$ cat config.mk
export PLATFORM = sky130hd
export DESIGN_NAME = dff_pipe
export DESIGN_NICKNAME = d
export VERILOG_FILES = /design/src/rtl/dff_pipe.sv
export SDC_FILE = /design/constraint.sdc
export NUM_CORES = 1
export LEC_CHECK = 0
export ABC_AREA = 1
export BUFFER_PORTS_ARGS = -buffer_cell sky130_fd_sc_hd__clkbuf_2
export CAP_MARGIN = 20
export CORE_MARGIN = 4
export CORE_UTILIZATION = 55
export DETAILED_ROUTE_END_ITERATION = 10
export PLACE_DENSITY = 0.87
export SKIP_CTS_REPAIR_TIMING = 1
export SLEW_MARGIN = 20
export SYNTH_ARGS = -nofsm -noshare
export SYNTH_HDL_FRONTEND = slang
export SYNTH_SLANG_ARGS = --single-unit
$ cat constraint.sdc
create_clock -name clk_i -period 3.75 [get_ports clk_i]
set_input_delay 0.375 -clock clk_i [delete_from_list [all_inputs] [get_ports clk_i]]
set_output_delay 0.375 -clock clk_i [all_outputs]
set_load 0.01 [all_outputs]
$ cat src/rtl/dff_pipe.sv
// dff_pipe: elastic valid/ready register pipeline with bubble collapsing.
// Define DFF_PIPE_FLUSH_EN to add the synchronous flush port clr_i.
module dff_pipe #(
  parameter int                    DATA_WIDTH = 8,
  parameter int                    STAGES     = 2,
  parameter logic [DATA_WIDTH-1:0] RST_VAL    = '0
) (
  input  logic                         clk_i,
  input  logic                         rst_i,
`ifdef DFF_PIPE_FLUSH_EN
  input  logic                         clr_i,
`endif
  input  logic                         valid_i,
  output logic                         ready_o,
  input  logic [DATA_WIDTH-1:0]        dat_i,
  output logic                         valid_o,
  input  logic                         ready_i,
  output logic [DATA_WIDTH-1:0]        dat_o,
  output logic [$clog2(STAGES+1)-1:0]  cnt_o
);

  localparam int CW = $clog2(STAGES+1);

  logic                  clr;
  logic [STAGES-1:0]     vld_q;
  logic [STAGES-1:0]     vld_n;
  logic [STAGES-1:0]     adv;
  logic [STAGES-1:0]     ld;
  logic [DATA_WIDTH-1:0] dat_q [STAGES];
  logic [CW-1:0]         cnt_q;
  logic [CW-1:0]         cnt_n;
  logic                  go;
  logic                  in_xfer;
  logic                  out_xfer;

`ifdef DFF_PIPE_FLUSH_EN
  assign clr = clr_i;
`else
  assign clr = 1'b0;
`endif

  // A stage moves on when some later stage is empty or the last one drains.
  always_comb begin
    go  = ready_i;
    adv = '0;
    for (int k = STAGES-1; k >= 0; k--) begin
      adv[k] = vld_q[k] & go;
      go     = go | ~vld_q[k];
    end
  end

  assign ready_o  = ~clr & (~vld_q[0] | adv[0]);
  assign in_xfer  = valid_i & ready_o;
  assign out_xfer = adv[STAGES-1];

  // Next valid bits and per-stage data load enables; flush drops all words.
  always_comb begin
    ld       = '0;
    vld_n    = '0;
    ld[0]    = in_xfer;
    vld_n[0] = in_xfer | (vld_q[0] & ~adv[0]);
    for (int k = 1; k < STAGES; k++) begin
      ld[k]    = adv[k-1];
      vld_n[k] = adv[k-1] | (vld_q[k] & ~adv[k]);
    end
    if (clr) begin
      ld    = '0;
      vld_n = '0;
    end
  end

  // Occupancy follows accepted minus delivered words.
  always_comb begin
    cnt_n = cnt_q + CW'(in_xfer) - CW'(out_xfer);
    if (clr) cnt_n = '0;
  end

  // Stage registers; data only moves when a stage takes a new word.
  always_ff @(posedge clk_i) begin
    if (rst_i) begin
      vld_q <= '0;
      cnt_q <= '0;
      for (int k = 0; k < STAGES; k++) dat_q[k] <= RST_VAL;
    end else begin
      vld_q <= vld_n;
      cnt_q <= cnt_n;
      if (ld[0]) dat_q[0] <= dat_i;
      for (int k = 1; k < STAGES; k++) begin
        if (ld[k]) dat_q[k] <= dat_q[k-1];
      end
    end
  end

  assign valid_o = vld_q[STAGES-1];
  assign dat_o   = dat_q[STAGES-1];
  assign cnt_o   = cnt_q;

endmodule

==> impl_metrics.json <==
{
  "status": "complete, no violations",
  "ir_drop_uv": 242,
  "cp.required_ns": 3.95,
  "multiInputGateArea_sq_um": 262,
  "rsz0062_at_grt": "no",
  "area_growth_pct": 9.17,
  "p_per_area_nw_per_um2": 411,
  "finalWorstSetupSlack_ns": 2.09,
  "ant_nets": 0,
  "initial_core_util_pct": 57.7,
  "numCtsBuffers": 3,
  "vias": 604,
  "cts_buffer_depth": 2,
  "clkSinkCount": 20,
  "setup_violations": 0,
  "fill_cells": 147,
  "synth_cell_types": 18,
  "wl_per_cell_um": 10.7,
  "path_max_fanout": 4,
  "htreeDepth": 1,
  "gp_congestion": 0.668,
  "crit_arrival_ns": 1.85,
  "syn_inst": 88,
  "slew-limit-headroom_pct": 76.1,
  "final_common_cell": "clkbuf_2",
  "grt.total_usage_pct": 12.9,
  "regArea_sq_um": 561,
  "timing.final.crit_period_ns": 1.66,
  "yosys_warnings": 0,
  "io_buffers": 23,
  "route.detailed.drc": 0,
  "fin_crit_sh_pct": 44.1,
  "critPathCaptureType": "register",
  "first_pass_iters": 4,
  "slew_viol_final": 0,
  "clkLatencyLatePin_ns": 0.29,
  "synth_area_sq_um": 996,
  "leakage_uw": 0.000507,
  "hp-class": "in2reg",
  "cp_num_buf_inv": 1,
  "cap_viol_max_count": 0,
  "crit_family": "simple AND/OR/NAND/NOR gates",
  "path_clk_slew_ns": 0.10,
  "rows": 15,
  "cts.root.buffer_cell": "clkbuf_4",
  "cts_tree": "yes",
  "dp_hpwl_um": 1080,
  "synthTopCellsByArea": "edfxtp_1, dfxtp_1, a21oi_2",
  "synth_seq_area_share_pct": 56.3,
  "path_cells": "nand3_2, nand2_1, ha_1, inv_1, ha_1, or2_2, a21oi_1, nor2_1",
  "placeableCoreArea_sq_um": 1730,
  "grt_pass1_wl_um": 2420,
  "yosysTopAreaCell": "edfxtp_1",
  "layout_common_cells": "clkbuf_2, inv_1, edfxtp_1",
  "worstSetupPathType": "reg2reg",
  "fin_nets": 120,
  "slowest_stage": "dfxtp_1",
  "finClkSkew_ns": 0.00208,
  "syn_avg_cell_area_sq_um": 11.3,
  "totalWireLength_um": 1400,
  "fmax_mhz": 604,
  "drive_gt1_share_pct": 41.9,
  "antennaDiodeCount": 0,
  "die_area_sq_um": 2560,
  "cp_common_cell": "ha_1",
  "tightest_slew_ns": 0.357,
  "grt-ovfl-total": 0,
  "antenna_found_initial": 0,
  "syn-num-nets": 102,
  "cpPeakStageDelay_ns": 0.37,
  "drtIter0Drc": 10,
  "final.setup.tns_ns": 0,
  "place_ws_ns": 1.96,
  "io_pins": 24,
  "die_w_um": 50.6,
  "fin_util_pct": 63.0,
  "hold_viol": 0,
  "vias_per_cell": 4.65,
  "synth_top_area_share_pct": 48.2,
  "critPathLaunchType": "register",
  "grt_pass1_vias": 590,
  "die_h_um": 50.6,
  "ys_ff_latch": 20,
  "grt_max_degree": 17
}
==> metal layers <==
layer / wire length (um) / share of wire [%] / GRT usage, % / up-vias
li1: - / - / - / 309
met1: 576 / 41 / 15.0 / 276
met2: 715 / 51 / 22.2 / 15
met3: 84 / 6.0 / 4.75 / 4
met4: 20 / 1.4 / 4.04 / 0
met5: 0 / 0 / 0 / -
==> cell type report <==
type | instances | area share, %
inverter | 22 | 7.59
sequential | 20 | 51.6
multi-input combinational | 36 | 24.1
tap | 25 | 2.88
clock buffer | 4 | 3.34
timing repair buffer | 23 | 10.6
==> worst reg2reg max path, stage by stage (launching register included) <==
cell     delay [ns]
dfxtp_1        0.37
nand3_2        0.15
nand2_1        0.09
ha_1           0.28
inv_1          0.04
ha_1           0.17
or2_2          0.28
a21oi_1        0.13
nor2_1         0.06
==> kinds of logic (layout without fill, tap and decap cells) <==
kind of cell	count (synthesis)	after routing	synth area share [%]
adders and majority gates	2	2	2.51
AOI/OAI and AO/OA	19	19	14.1
and+or+nand+nor	15	15	9.67
DFF	20	20	56.3
buffers and inverters	32	49	17.5
==> Yosys cell counts <==
cell / instances
a21oi_1: 9
a21oi_2: 9
a21oi_4: 1
buf_12: 1
buf_4: 8
buf_6: 1
dfxtp_1: 4
edfxtp_1: 16
ha_1: 2
inv_1: 20
inv_2: 2
nand2_1: 7
nand2_2: 1
nand3_1: 1
nand3_2: 1
nand3_4: 2
nor2_1: 2
or2_2: 1
==> sequential cells by signal, summed over array words and instances, names as in the netlist <==
signal  cells
vld_q       2
dat_q      16
cnt_o       2
==> through the flow <==
step / instance area, sq um / hold slack [ns] / instances / total power (uW)
after floorplan: 996 / 0.444 / 88 / 321
after global placement: 1050 / 0.536 / 126 / 328
after detailed placement: 1050 / 0.547 / 126 / 332
after CTS: 1090 / 0.286 / 130 / 449
after global routing: 1090 / 0.300 / 130 / 472
final: 1090 / 0.294 / 130 / 446
==> where the power goes <==
part           switching (uW)  internal, uW  leakage, uW
registers                6.75           259     0.000206
logic                    36.8          23.6     0.000280
clock network            60.7          59.1    0.0000210
total                     104           342     0.000507
==> worst paths after layout <==
check | startpoint | end | slack (ns) | depth (start not counted)
hold reg to reg | dat_q[0][6] | dat_q[0][14] | 0.57 | 2
setup reg to reg | vld_q[0] | cnt_o[1] | 2.09 | 8
hold / removal | rst_i | cnt_o[0] | 0.29 | 2
setup / recovery | vld_q[0] | cnt_o[1] | 2.09 | 8
(Power assumes the default switching activity.)
